### config.mk
export PLATFORM = sky130hd
export DESIGN_NAME = mem_arbiter
export DESIGN_NICKNAME = d
export VERILOG_FILES = /design/src/rtl/mem_arbiter_pkg.sv /design/src/rtl/mem_arbiter.sv
export SDC_FILE = /design/constraint.sdc
export NUM_CORES = 1
export LEC_CHECK = 0
export ABC_AREA = 0
export CORE_ASPECT_RATIO = 2
export CORE_MARGIN = 4
export CORE_UTILIZATION = 40
export CTS_BUF_LIST = sky130_fd_sc_hd__clkbuf_8
export CTS_CLUSTER_SIZE = 28
export DETAILED_ROUTE_END_ITERATION = 10
export GPL_ROUTABILITY_DRIVEN = 0
export GPL_TIMING_DRIVEN = 0
export PLACE_DENSITY = 0.8
export SETUP_SLACK_MARGIN = 0.5
export SLEW_MARGIN = 40
export SYNTH_ARGS = -nofsm -noshare
export SYNTH_HDL_FRONTEND = slang
export SYNTH_SLANG_ARGS = --single-unit
### constraint.sdc
create_clock -name clk -period 8.3 [get_ports clk]
set_input_delay 0.83 -clock clk [delete_from_list [all_inputs] [get_ports clk]]
set_output_delay 0.83 -clock clk [all_outputs]
set_load 0.02 [all_outputs]
### src/rtl/mem_arbiter_pkg.sv
// Shared definitions for mem_arbiter: FSM state encoding, port indices and
// the winner-selection function. The optional fairness feature is controlled
// by the MEM_ARBITER_STREAK_EN macro in mem_arbiter.sv.
package mem_arbiter_pkg;

  // Symbolic view of the arbiter FSM, matching the localparam encodings below.
  typedef enum logic [1:0] {
    IDLE  = 2'd0,
    ISSUE = 2'd1,
    WAIT  = 2'd2,
    ACK   = 2'd3
  } state_e;

  localparam logic [1:0] ST_IDLE  = 2'd0;
  localparam logic [1:0] ST_ISSUE = 2'd1;
  localparam logic [1:0] ST_WAIT  = 2'd2;
  localparam logic [1:0] ST_ACK   = 2'd3;

  // Port indices: video scan-out fetcher and CPU bus.
  localparam logic PORT_VID = 1'b0;
  localparam logic PORT_CPU = 1'b1;

  // Width of the grant-streak counter; holds MAX_STREAK up to 15.
  localparam int STREAK_W = 4;

  // Video wins by default; the CPU wins when it is the only requester or when
  // the video port has used up its streak allowance while the CPU waited.
  function automatic logic pick_winner(input logic p0v, input logic p1v,
                                       input logic streak_hit);
    return (p1v && (!p0v || streak_hit)) ? PORT_CPU : PORT_VID;
  endfunction

endpackage

### src/rtl/mem_arbiter.sv
// Two-port arbiter for the shared SDRAM controller port. Port 0 (video) has
// fixed priority; port 1 (CPU) is protected from starvation by a grant-streak
// limit when MEM_ARBITER_STREAK_EN is defined. Without the macro the arbiter
// is strict port-0 priority and MAX_STREAK has no effect.
//
// Handshake semantics: a requester raises pN_valid_i and holds its fields
// stable until it sees the one-cycle pN_ready_o pulse; the request is then
// latched and the requester may present its next request, which waits until
// the arbiter is back in IDLE. On the memory side mem_valid_o and the latched
// fields stay stable until a cycle with mem_ready_i=1 completes the transfer.
// Completion is reported with a one-cycle pN_rsp_o pulse (rdata_o valid for
// reads). Every output is driven straight from a flop.
module mem_arbiter
  import mem_arbiter_pkg::*;
#(
  parameter int ADDR_W     = 24,
  parameter int DATA_W     = 32,
  parameter int MAX_STREAK = 4
) (
  input  logic                clk,
  input  logic                reset_i,
  input  logic                p0_valid_i,
  input  logic                p0_we_i,
  input  logic [ADDR_W-1:0]   p0_addr_i,
  input  logic [DATA_W-1:0]   p0_wdata_i,
  input  logic [DATA_W/8-1:0] p0_wmask_i,
  output logic                p0_ready_o,
  output logic                p0_rsp_o,
  input  logic                p1_valid_i,
  input  logic                p1_we_i,
  input  logic [ADDR_W-1:0]   p1_addr_i,
  input  logic [DATA_W-1:0]   p1_wdata_i,
  input  logic [DATA_W/8-1:0] p1_wmask_i,
  output logic                p1_ready_o,
  output logic                p1_rsp_o,
  output logic [DATA_W-1:0]   rdata_o,
  output logic                mem_valid_o,
  input  logic                mem_ready_i,
  output logic                mem_we_o,
  output logic [ADDR_W-1:0]   mem_addr_o,
  output logic [DATA_W-1:0]   mem_wdata_o,
  output logic [DATA_W/8-1:0] mem_wmask_o,
  input  logic                mem_rvalid_i,
  input  logic [DATA_W-1:0]   mem_rdata_i,
  output logic [1:0]          dbg_state_o
);

  logic [1:0]          state_q, state_d;
  logic                port_q, port_d;
  logic                we_q, we_d;
  logic [ADDR_W-1:0]   addr_q, addr_d;
  logic [DATA_W-1:0]   wdata_q, wdata_d;
  logic [DATA_W/8-1:0] wmask_q, wmask_d;
  logic                mem_valid_q, mem_valid_d;
  logic                p0_ready_q, p0_ready_d;
  logic                p1_ready_q, p1_ready_d;
  logic                p0_rsp_q, p0_rsp_d;
  logic                p1_rsp_q, p1_rsp_d;
  logic [DATA_W-1:0]   rdata_q, rdata_d;

  logic                streak_hit;
  logic                win;

  assign win = pick_winner(p0_valid_i, p1_valid_i, streak_hit);

`ifdef MEM_ARBITER_STREAK_EN
  logic [STREAK_W-1:0] streak_q, streak_d;

  assign streak_hit = (streak_q == STREAK_W'(MAX_STREAK));

  // Count consecutive video grants taken while the CPU was waiting.
  always_comb begin
    streak_d = streak_q;
    if (state_q == ST_IDLE && (p0_valid_i || p1_valid_i)) begin
      if (win == PORT_VID && p1_valid_i) begin
        streak_d = streak_hit ? streak_q : streak_q + STREAK_W'(1);
      end else begin
        streak_d = '0;
      end
    end
  end

  // Streak counter register.
  always_ff @(posedge clk or posedge reset_i) begin
    if (reset_i) streak_q <= '0;
    else         streak_q <= streak_d;
  end
`else
  // Strict video priority. MAX_STREAK is only legal in 1..15, so this is
  // always false; it keeps the parameter referenced in this build.
  assign streak_hit = (MAX_STREAK < 0);
`endif

  // Arbiter FSM: grant in IDLE, present to memory in ISSUE, then wait for
  // read data (WAIT) or acknowledge a write (ACK).
  always_comb begin
    state_d     = state_q;
    port_d      = port_q;
    we_d        = we_q;
    addr_d      = addr_q;
    wdata_d     = wdata_q;
    wmask_d     = wmask_q;
    mem_valid_d = mem_valid_q;
    p0_ready_d  = 1'b0;
    p1_ready_d  = 1'b0;
    p0_rsp_d    = 1'b0;
    p1_rsp_d    = 1'b0;
    rdata_d     = rdata_q;
    case (state_q)
      ST_IDLE: begin
        if (p0_valid_i || p1_valid_i) begin
          port_d      = win;
          mem_valid_d = 1'b1;
          state_d     = ST_ISSUE;
          if (win == PORT_CPU) begin
            we_d       = p1_we_i;
            addr_d     = p1_addr_i;
            wdata_d    = p1_wdata_i;
            wmask_d    = p1_wmask_i;
            p1_ready_d = 1'b1;
          end else begin
            we_d       = p0_we_i;
            addr_d     = p0_addr_i;
            wdata_d    = p0_wdata_i;
            wmask_d    = p0_wmask_i;
            p0_ready_d = 1'b1;
          end
        end
      end
      ST_ISSUE: begin
        if (mem_ready_i) begin
          mem_valid_d = 1'b0;
          if (we_q) begin
            // The write completes here; ACK is the cycle the pulse is seen.
            state_d  = ST_ACK;
            p0_rsp_d = (port_q == PORT_VID);
            p1_rsp_d = (port_q == PORT_CPU);
          end else begin
            state_d = ST_WAIT;
          end
        end
      end
      ST_WAIT: begin
        if (mem_rvalid_i) begin
          rdata_d  = mem_rdata_i;
          p0_rsp_d = (port_q == PORT_VID);
          p1_rsp_d = (port_q == PORT_CPU);
          state_d  = ST_IDLE;
        end
      end
      ST_ACK: begin
        state_d = ST_IDLE;
      end
      default: begin
        state_d = ST_IDLE;
      end
    endcase
  end

  // State and output registers; reset drops any in-flight request.
  always_ff @(posedge clk or posedge reset_i) begin
    if (reset_i) begin
      state_q     <= ST_IDLE;
      port_q      <= PORT_VID;
      we_q        <= 1'b0;
      addr_q      <= '0;
      wdata_q     <= '0;
      wmask_q     <= '0;
      mem_valid_q <= 1'b0;
      p0_ready_q  <= 1'b0;
      p1_ready_q  <= 1'b0;
      p0_rsp_q    <= 1'b0;
      p1_rsp_q    <= 1'b0;
      rdata_q     <= '0;
    end else begin
      state_q     <= state_d;
      port_q      <= port_d;
      we_q        <= we_d;
      addr_q      <= addr_d;
      wdata_q     <= wdata_d;
      wmask_q     <= wmask_d;
      mem_valid_q <= mem_valid_d;
      p0_ready_q  <= p0_ready_d;
      p1_ready_q  <= p1_ready_d;
      p0_rsp_q    <= p0_rsp_d;
      p1_rsp_q    <= p1_rsp_d;
      rdata_q     <= rdata_d;
    end
  end

  assign p0_ready_o  = p0_ready_q;
  assign p1_ready_o  = p1_ready_q;
  assign p0_rsp_o    = p0_rsp_q;
  assign p1_rsp_o    = p1_rsp_q;
  assign rdata_o     = rdata_q;
  assign mem_valid_o = mem_valid_q;
  assign mem_we_o    = we_q;
  assign mem_addr_o  = addr_q;
  assign mem_wdata_o = wdata_q;
  assign mem_wmask_o = wmask_q;
  assign dbg_state_o = state_q;

endmodule

### Yosys cells after proc, flatten, opt, wreduce, memory -nomap -nowiden

Index checks and enable logic that the tools add are counted.

* register bits: 101
* input bits: 160
* output and inout port bits: 100
* logic and storage cells: 55

* equality and inequality tests: 6
* muxes and demuxes: 27
* bitwise operators: 1
* reductions and logical operators: 9

Operators by type and width (number)
* 32-bit two-way mux: 1
* 24-bit two-way mux: 1
* 1-bit two-way mux: 17
* 2-bit one-hot mux with 4 select lines: 1
* 2-bit two-way mux: 3
* 2-bit inequality test, second input constant: 3
* 1-bit one-hot mux with 2 select lines: 3
* 3-bit AND reduction: 2
* 2-bit == test, second input constant: 2
* 4-bit two-way mux: 1
* 2-bit AND reduction: 2
* 2-bit by 1-bit == test with 1-bit output, second input constant: 1
* 2-bit zero test: 1
* 2-bit nonzero test: 1
* 1-bit logical AND: 1
* 1-bit zero test: 1
* 1-bit logical OR: 1
* 1-bit NOT: 1

### Depth between registers and ports, before layout

Gate-level depths: netlist of run 1.

* word-level depth: 6
* depth in mapped cells: 7
* mapped depth without buffers: 5

### Worst setup path after synthesis of run 1

No wires, ideal clock.

* kind: flip-flop to flip-flop
* from: reg state_q[0] (netlist: dbg_state_o[0])
* to: reg state_q[1] (netlist: dbg_state_o[1])
* setup time: 0.125 ns
* arrival time: 1.557 ns
* required time: 8.175 ns
* path slack: 6.618 ns
* stages on the path, launching flop included: 6
* buffers on the path: 0
* period minus slack after synthesis: 1.682 ns
* cell sequence: dfrtp_1 inv_1 ha_1 nor3b_1 nor3_2 mux2_2

* word-level cells in the longest chain between the ends: 3
* elaborated cells on any way between the ends: 9
* those cells by class: eq/ne (6); mux (1); reduce/logical (2)

Ends and longest elaborated chain
* start, declared: RTL line mem_arbiter.sv:48 `logic [1:0] state_q, state_d;`
* start signal, assigned: RTL line mem_arbiter.sv:176 `state_q <= state_d;`
* 2-bit == test (tied with other cells): RTL line mem_arbiter.sv:109 `case (state_q)`
* 2-bit inequality test (no source line)
* 3-bit AND reduction (no source line)

Parallel ways exist; a longest one is shown, timed or not.
A chain may end at the register's enable or synchronous reset.

### Worst setup path after layout of run 1

* from: reg we_q (netlist: mem_we_o)
* to: out mem_we_o

RTL lines
* start, declared: RTL line mem_arbiter.sv:50 `logic we_q, we_d;`
* start signal, assigned: RTL line mem_arbiter.sv:178 `we_q <= we_d;`
* end, declared: RTL line mem_arbiter.sv:39 `output logic mem_we_o,`

No word-level cell between the ends.

==> results of run 1 <==
[through the flow]
stage / worst slack (ps) / power [uW]
2_1_floorplan: 4820 / 1550
3_3_place_gp: 3400 / 2220
3_5_place_dp: 5890 / 2270
4_1_cts: 5990 / 2570
5_1_grt: 5980 / 2670
6_report: 6030 / 2540
[worst max-delay path by stage]
stage	from	end	slack, ps	cells past startpoint
after floorplan	reset_i	dbg_state_o[0]$_DFFE_PP0P_	4820	1
after global placement	reset_i	mem_addr_o[16]$_DFFE_PP0P_	3400	2
after detailed placement	p1_valid_i	mem_wdata_o[29]$_DFFE_PP0P_	5890	6
after CTS	mem_we_o$_DFFE_PP0P_	mem_we_o	5990	1
after global routing	mem_we_o$_DFFE_PP0P_	mem_we_o	5980	1
final	mem_we_o$_DFFE_PP0P_	mem_we_o	6030	1
[logic make-up (layout without fill, tap and decap cells)]
family	after synthesis	count (layout)	share of synthesized area
AOI/OAI and AO/OA	68	68	0.0779
adders and majority gates	4	4	0.0111
buffers and inverters	27	301	0.0629
muxes	95	95	0.220
DFF	101	101	0.560
and+or+nand+nor	73	73	0.0679
[area by class of cell]
type / count / area, um^2
multi-input combinational: 240 / 1700
tap: 140 / 175
buffer: 23 / 269
clock buffer: 9 / 124
clock inverter: 5 / 55.1
sequential: 101 / 2530
timing repair buffer: 260 / 2620
fill: 866 / 3450
inverter: 4 / 22.5
[power groups by stage]
stage	Clock, uW	Combinational (uW)	Sequential [uW]
floorplan	0	410	1140
global placement	0	1370	853
detailed placement	0	1400	869
CTS	304	1400	859
global route	325	1470	882
finish	295	1380	857
[Yosys cell counts, types with 2 or more instances]
| cell type | n |
|---|---|
| clkbuf_2 | 3 |
| dfrtp_1 | 101 |
| buf_4 | 2 |
| ha_1 | 4 |
| buf_2 | 3 |
| clkbuf_8 | 5 |
| nor2b_1 | 2 |
| inv_1 | 4 |
| o21ai_0 | 3 |
| mux2_2 | 33 |
| and2_1 | 2 |
| buf_12 | 7 |
| nor2_1 | 2 |
| nand2_1 | 63 |
| o21ai_1 | 60 |
| a21oi_1 | 2 |
| clkbuf_1 | 2 |
| mux2i_1 | 62 |
[metal layers]
metal,global-route usage,part of all wire,wire length [um],up-vias
met3,0.0526,0.052,745,24
met2,0.414,0.59,8400,152
met1,0.203,0.33,4730,1868
li1,-,-,-,1802
met5,0,0,0,-
met4,0.0779,0.027,386,0
[registers in the layout (all words and copies together) (netlist names), 2 cells and up]
register     count
dbg_state_o      2
mem_addr_o      24
mem_wdata_o     32
mem_wmask_o      4
rdata_o         32
==> results.yml, run 1 <==
outcome:
  status: "finished clean"
critical_path:
  path_cells: "clkdlybuf4s50_1"
  cp_data_arrival_time_ps: 1440
  end_kind: "output port"
  critPathMaxStageDelay_ps: 640
  critPathKind: "reg -> out"
  r2r_slack_ps: 6580
  slowest_stage: "clkdlybuf4s50_1"
  critPathMaxFanout: 4
  r2r_cells: 5
  crit_buf_inv: 1
  crit_family: "buffers and inverters"
  rr_endpoint: "dbg_state_o[1]$_DFFE_PP0P_"
  worst_r2r_startpoint: "dbg_state_o[1]$_DFFE_PP0P_"
  start_kind: "flip-flop"
  cp.required_ps: 7470
pwr:
  irDropWorstVdd_v: 0.000186
  leakagePower_uw: 0.00318
  switchingPower_uw: 985
  p_comb_frac: 0.545
  p_per_area_mw_per_mm2: 338
  switching_share: 0.388
  p_seq_frac: 0.338
  intPower_uw: 1550
  power_frac_clock: 0.116
sta:
  slew_viol_final: 0
  final-setup-viol-count: 0
  fin_hold_ws_ps: 473
  totalNegativeSetupSlack_ps: 0
  max_slew_margin: 0.712
  final.min_clock_period_ps: 2270
  rsz0062_at_grt: "no"
  fmax_ghz: 0.441
  hold_viol_final: 0
  finClkSkew_ps: 10.5
  period_share: 0.273
  tightest_slew_ps: 432
clock_network:
  clock-root-buffer: "clkbuf_8"
  cts_hold_buf: 0
  worstSkewPairLatency_ps: 350
  htreeDepth: 3
  cts_buffers: 9
  ctsResizeCount: 0
  cts_setup_buffers: 0
  cts_sinks: 101
  cts_tree: "done"
  clockBufferDepth: 2
  clk_pin_slew_ps: 90
placement:
  placedCellCount: 768
  postPlaceCellArea_mm2: 0.00731
  dp_hpwl_um: 11900
  io_buffers: 259
layout:
  drive_above_1_share: 0.112
  layout_commonest_cell: "clkdlybuf4s50_1"
  area_growth_pct: 66.1
  fin_area_mm2: 0.00749
  num_antenna_cells: 0
  utilization: 0.685
  final_cell_mix: "clkdlybuf4s50_1, dfrtp_1, nand2_1"
  finalNetCount: 803
  fin_cells: 782
worst_hold_path:
  hold_path_end: "p0_rsp_o$_DFF_PP0_"
  worstHoldPathType: "reg -> reg"
  hold_depth: 1
  hold_start: "port_q$_DFFE_PP0P_"
routing:
  drt_wl_total_um: 14300
  routedWlPerCell_um: 18.2
  vias: 3846
  drt_pass1_iterations: 4
  drtIter0Drc: 114
  drc: 0
  routed_via_density: 4.92
  ant_nets: 0
synth:
  syn_inst: 368
  ys_types: 26
  synth-main-ff-cell: "dfrtp_1"
  postSynthAreaPerCell_um2: 12.3
  synth_edf_count: 0
  synth.yosys.seq_area_share: 0.560
  synth_area_mm2: 0.00451
  ys_warn_count: 0
  yosysTopAreaCell: "dfrtp_1"
  synth-seq-cells: 101
  synth_area_leaders: "dfrtp_1, mux2i_1, mux2_2"
  synthArstFlopShare: 1.00
  synth_top_area_frac: 0.560
  synth_nets: 532
global_routing:
  grt_pass1_vias: 4077
  grt.total_usage: 0.208
  grt_max_degree: 60
  antenna_found_initial: 0
  grt_overflow: 0
  grt_pass1_wl_um: 21300
floorplan:
  ioPinCount: 260
  die_area_mm2: 0.0131
  die_y_um: 158
  rows: 54
  initial_utilization: 0.412
  core_area_mm2: 0.0109
  dieWidth_um: 83.1
job:
  drv_cap: 0
(Power assumes the default switching activity.)
==> run 2, diff against run 1 <==
Settings changed: CORE_UTILIZATION 40 to 36, PLACE_DENSITY 0.8 to 0.76.
Clock period 8.3 ns to 2 ns, I/O delays scaled along.
==> run 2 against run 1 <==
Wire length decreased by 1.4%. Worst hold slack got worse by 310 ps. Cell area increased by 2.2%. Total power increased to 4.0 times the previous value. First-iteration DRC count decreased by 30%. Critical endpoint is now dbg_state_o[1]$_DFFE_PP0P_. Die area increased by 10%. Final cell count increased by 2.6%. Highest routed layer unchanged.
==> results.yml, run 2 (synthesized netlist as in run 1, its figures left out) <==
routing:
  routed_via_density: 4.79
  vias: 3838
  drt_pass1_iterations: 4
  ant_nets: 0
  routedWlPerCell_um: 17.5
  drt_wl_total_um: 14100
  drc: 0
  drtIter0Drc: 80
worst_hold_path:
  worstHoldPathType: "in -> async"
pwr:
  switchingPower_uw: 4200
  p_per_area_mw_per_mm2: 1330
  switching_share: 0.413
  p_seq_frac: 0.346
  leakagePower_uw: 0.00351
  intPower_uw: 5960
  p_comb_frac: 0.531
  power_frac_clock: 0.123
  irDropWorstVdd_v: 0.000938
clock_network:
  clockBufferDepth: 2
  worstSkewPairLatency_ps: 360
  htreeDepth: 3
  cts_hold_buf: 0
  cts_sinks: 101
  cts_tree: "done"
  clock-root-buffer: "clkbuf_8"
  clk_pin_slew_ps: 100
  cts_buffers: 9
sta:
  hold_viol_final: 0
  period_share: 0.748
  finClkSkew_ps: 9.22
  totalNegativeSetupSlack_ps: 0
  tightest_slew_ps: 353
  final-setup-viol-count: 0
  max_slew_margin: 0.764
  slew_viol_final: 0
  fmax_ghz: 0.668
  final.min_clock_period_ps: 1500
  rsz0062_at_grt: "yes"
global_routing:
  grt.total_usage: 0.192
  grt_pass1_wl_um: 21700
  grt_overflow: 0
  grt_max_degree: 28
  antenna_found_initial: 1
  grt_pass1_vias: 4204
placement:
  dp_hpwl_um: 11400
  placedCellCount: 778
  io_buffers: 259
  postPlaceCellArea_mm2: 0.00740
layout:
  utilization: 0.628
  finalNetCount: 813
  layout_commonest_cell: "clkdlybuf4s50_1"
  drive_above_1_share: 0.151
  fin_cells: 802
  area_growth_pct: 69.8
  final_cell_mix: "clkdlybuf4s50_1, dlygate4sd2_1, dfrtp_1"
  fin_area_mm2: 0.00766
outcome:
  status: "finished clean"
floorplan:
  dieWidth_um: 87.2
  ioPinCount: 260
  rows: 57
  die_y_um: 166
  initial_utilization: 0.370
  core_area_mm2: 0.0122
  die_area_mm2: 0.0145
critical_path:
  cp.required_ps: 2250
  rr_endpoint: "dbg_state_o[1]$_DFFE_PP0P_"
  critPathKind: "reg -> reg"
  r2r_slack_ps: 500
  r2r_cells: 5
  start_kind: "flip-flop"
  cp_data_arrival_time_ps: 1740
  worst_r2r_startpoint: "dbg_state_o[0]$_DFFE_PP0P_"
  end_kind: "flip-flop"
  critPathMaxFanout: 4
job:
  drv_cap: 0
## run 2: cell types whose count changed in the layout (fill, tap and decap cells not counted), sizes merged, moves of 2 or more
cell	delta
clkbuf	-2
clkdlybuf4s50	-101
clkinvlp	+2
dlygate4sd2	+100
buf	+13
## run 2: stage by stage
stage	hold slack (ps)	total power, uW	setup WS [ps]
finish	162	10200	504
detailed placement	439	9430	151
floorplan	350	6470	491
CTS	139	10100	505
global placement	433	9230	-523
global route	153	10800	444
## run 2: layout make-up
cell class	count	area [um^2]
antenna	1	2.50
buffer	23	309
clock buffer	10	138
clock inverter	6	55.1
fill	1060	4530
inverter	4	23.8
multi-input combinational	240	1780
sequential	101	2530
tap	147	184
timing repair buffer	270	2640
## run 2: repair_timing
item / 4_1_cts / 5_1_grt
cloned: 0 / 1
setup endpoints to repair: 194 / 63
endpoints found under the hold margin: 0 / 0
buffers inserted: 1 / 5
pin swaps: 1 / 2
gates resized for setup: 111 / 23
## run 2: critical path, cell delays in order (launching register included)
cell,delay (ps)
dfrtp_2,440
inv_4,70
ha_4,170
nor2b_1,160
nor3_4,210
mux2_2,350
## run 2: power by group through the flow
| stage | sequential (uW) | clock [uW] | combinational (uW) |
|---|---|---|---|
| floorplan | 4760 | 0 | 1710 |
| global route | 3640 | 1370 | 5810 |
| detailed placement | 3590 | 0 | 5840 |
| finish | 3510 | 1250 | 5400 |
| global placement | 3540 | 0 | 5690 |
| CTS | 3510 | 1300 | 5240 |
## run 2: layer usage
metal	vias up	share of wire	wire, um	GRT usage
met4	0	0.031	432	0.0788
met5	-	0	0	0
met1	1829	0.33	4590	0.196
li1	1830	-	-	-
met2	153	0.58	8110	0.359
met3	26	0.067	941	0.0427
## run 2: worst max path at each step
stage,start,end,cells past startpoint
6_report,dbg_state_o[0]$_DFFE_PP0P_,dbg_state_o[1]$_DFFE_PP0P_,5
5_1_grt,dbg_state_o[0]$_DFFE_PP0P_,mem_valid_o$_DFFE_PP0P_,6
4_1_cts,dbg_state_o[1]$_DFFE_PP0P_,dbg_state_o[1]$_DFFE_PP0P_,5
3_5_place_dp,p0_valid_i,mem_wdata_o[7]$_DFFE_PP0P_,6
3_3_place_gp,reset_i,dbg_state_o[0]$_DFFE_PP0P_,2
2_1_floorplan,reset_i,dbg_state_o[0]$_DFFE_PP0P_,1
==> run 3, diff against run 2 <==
Clock period 2 ns to 1.2 ns, I/O delays scaled along.
==> run 3 against run 2 <==
The flow now finishes with violations (negative setup slack). Cell area rose by 21%. Setup slack got worse by 770 ps. Register-to-register slack got worse by 770 ps. Core utilization rose by 13 points. Total power rose by 130%. Flip-flop and latch count did not move. Clock skew rose by 5.2 ps. Worst hold slack got worse by 37 ps. Die area did not move. Combinational power rose to 2.8 times the previous value. Largest cell class unchanged.
==> results.yml, run 3 (synthesized netlist as in run 1, its figures left out) <==
global_routing:
  grt.total_usage: 0.216
  antenna_found_initial: 0
  grt_pass1_wl_um: 23900
  grt_max_degree: 26
  grt_pass1_vias: 4539
  grt_overflow: 0
pwr:
  leakagePower_uw: 0.00423
  p_per_area_mw_per_mm2: 2540
  p_total_uw: 23500
  irDropWorstVdd_v: 0.00166
layout:
  drive_above_1_share: 0.523
  area_growth_pct: 105
  fin_area_mm2: 0.00926
  final_cell_mix: "clkdlybuf4s50_1, buf_6, dfrtp_1"
  num_antenna_cells: 0
  layout_commonest_cell: "clkdlybuf4s50_1"
  utilization: 0.759
  finalNetCount: 892
outcome:
  status: "finished, violations left"
  violations: "negative setup slack"
sta:
  final.min_clock_period_ps: 1470
  worst_slack_ps: -265
  period_share: 1.22
  finClkSkew_ps: 14.4
  tightest_slew_ps: 361
  hold_viol_final: 0
  fmax_ghz: 0.682
  rsz0062_at_grt: "yes"
  slew_viol_final: 0
  totalNegativeSetupSlack_ps: -19460
  final-setup-viol-count: 100
  max_slew_margin: 0.758
critical_path:
  start_kind: "flip-flop"
  rr_endpoint: "dbg_state_o[1]$_DFFE_PP0P_"
  cp_data_arrival_time_ps: 1720
  worst_r2r_startpoint: "dbg_state_o[1]$_DFFE_PP0P_"
  r2r_slack_ps: -270
  crit_start: "dbg_state_o[1]$_DFFE_PP0P_"
  end_kind: "flip-flop"
  critPathMaxFanout: 4
  critPathKind: "reg -> reg"
  endpoint: "dbg_state_o[1]$_DFFE_PP0P_"
  r2r_cells: 5
  cp.required_ps: 1460
placement:
  postPlaceCellArea_mm2: 0.00751
  io_buffers: 259
  dp_hpwl_um: 12200
clock_network:
  clk_pin_slew_ps: 110
  clock-root-buffer: "clkbuf_8"
  cts_tree: "done"
  cts_buffers: 9
  worstSkewPairLatency_ps: 370
  cts_sinks: 101
  clockBufferDepth: 2
  htreeDepth: 3
floorplan:
  rows: 57
  ioPinCount: 260
  dieWidth_um: 87.2
  core_area_mm2: 0.0122
  die_y_um: 166
  die_area_mm2: 0.0145
  initial_utilization: 0.370
job:
  drv_cap: 0
routing:
  drt_pass1_iterations: 4
  vias: 4329
  drtIter0Drc: 119
  routed_via_density: 4.92
  ant_nets: 0
  drt_wl_total_um: 17300
  drc: 0
  routedWlPerCell_um: 19.6
worst_hold_path:
  worstHoldPathType: "in -> async"
run 3: cell types whose count changed in the layout (fill, tap and decap cells not counted), moves of 5 or more:
cell	delta
nand2_2	+30
buf_6	+98
clkbuf_2	-5
clkbuf_16	+11
nand2_1	-60
o21ai_2	+37
o21ai_1	-35
buf_8	+9
nand2_4	+30
buf_4	+65
dlygate4sd2_1	-98
run 3: what timing repair did:
item | 4_1_cts | 5_1_grt
gates cloned | 6 | 6
pin swaps | 29 | 40
endpoints found under the setup margin | 226 | 226
resized for setup | 670 | 113
hold buffers | 0 | 0
buffers inserted | 38 | 36
run 3: power breakdown:
part	total [uW]	internal, uW	switching [uW]	leakage, uW
Combinational	15000	8300	6660	0.00290
Clock	2140	810	1330	0.0000954
Sequential	6420	5070	1350	0.00123
run 3: worst max-delay path: stages (launching register included):
cell     delay (ps)
dfrtp_2         470
inv_4            90
ha_4            160
nor3b_4         260
nor3_4           70
mux2_4          300
run 3: metrics by stage:
step / cells / setup WS, ps / hold slack [ps]
finish: 880 / -265 / 125
global route: 880 / -306 / 131
CTS: 838 / -257 / 106
detailed placement: 778 / -577 / 460
global placement: 774 / -1240 / 451
floorplan: 368 / -260 / 270
run 3: final cells by class:
cell class                 instances  area, um^2
clock buffer                       9         124
timing repair buffer             349        3630
tap                              147         184
sequential                       101        2530
clock inverter                     7        67.6
multi-input combinational        240        2250
fill                             772        2940
inverter                           4        23.8
buffer                            23         449
run 3: worst min path at each step:
stage / start / slack (ps) / cells after the start / endpoint
2_1_floorplan: mem_rdata_i[2] / 270 / 1 / rdata_o[2]$_DFFE_PP0P_
3_3_place_gp: port_q$_DFFE_PP0P_ / 450 / 1 / p0_rsp_o$_DFF_PP0_
3_5_place_dp: port_q$_DFFE_PP0P_ / 460 / 1 / p0_rsp_o$_DFF_PP0_
4_1_cts: reset_i / 110 / 3 / rdata_o[26]$_DFFE_PP0P_
5_1_grt: reset_i / 130 / 3 / rdata_o[26]$_DFFE_PP0P_
6_report: reset_i / 120 / 3 / rdata_o[26]$_DFFE_PP0P_
run 3: per-layer routing:
layer / share of wire / track usage / vias up
li1: - / - / 1991
met1: 0.32 / 0.209 / 2124
met2: 0.60 / 0.429 / 180
met3: 0.051 / 0.0353 / 34
met4: 0.032 / 0.0862 / 0
met5: 0 / 0 / -
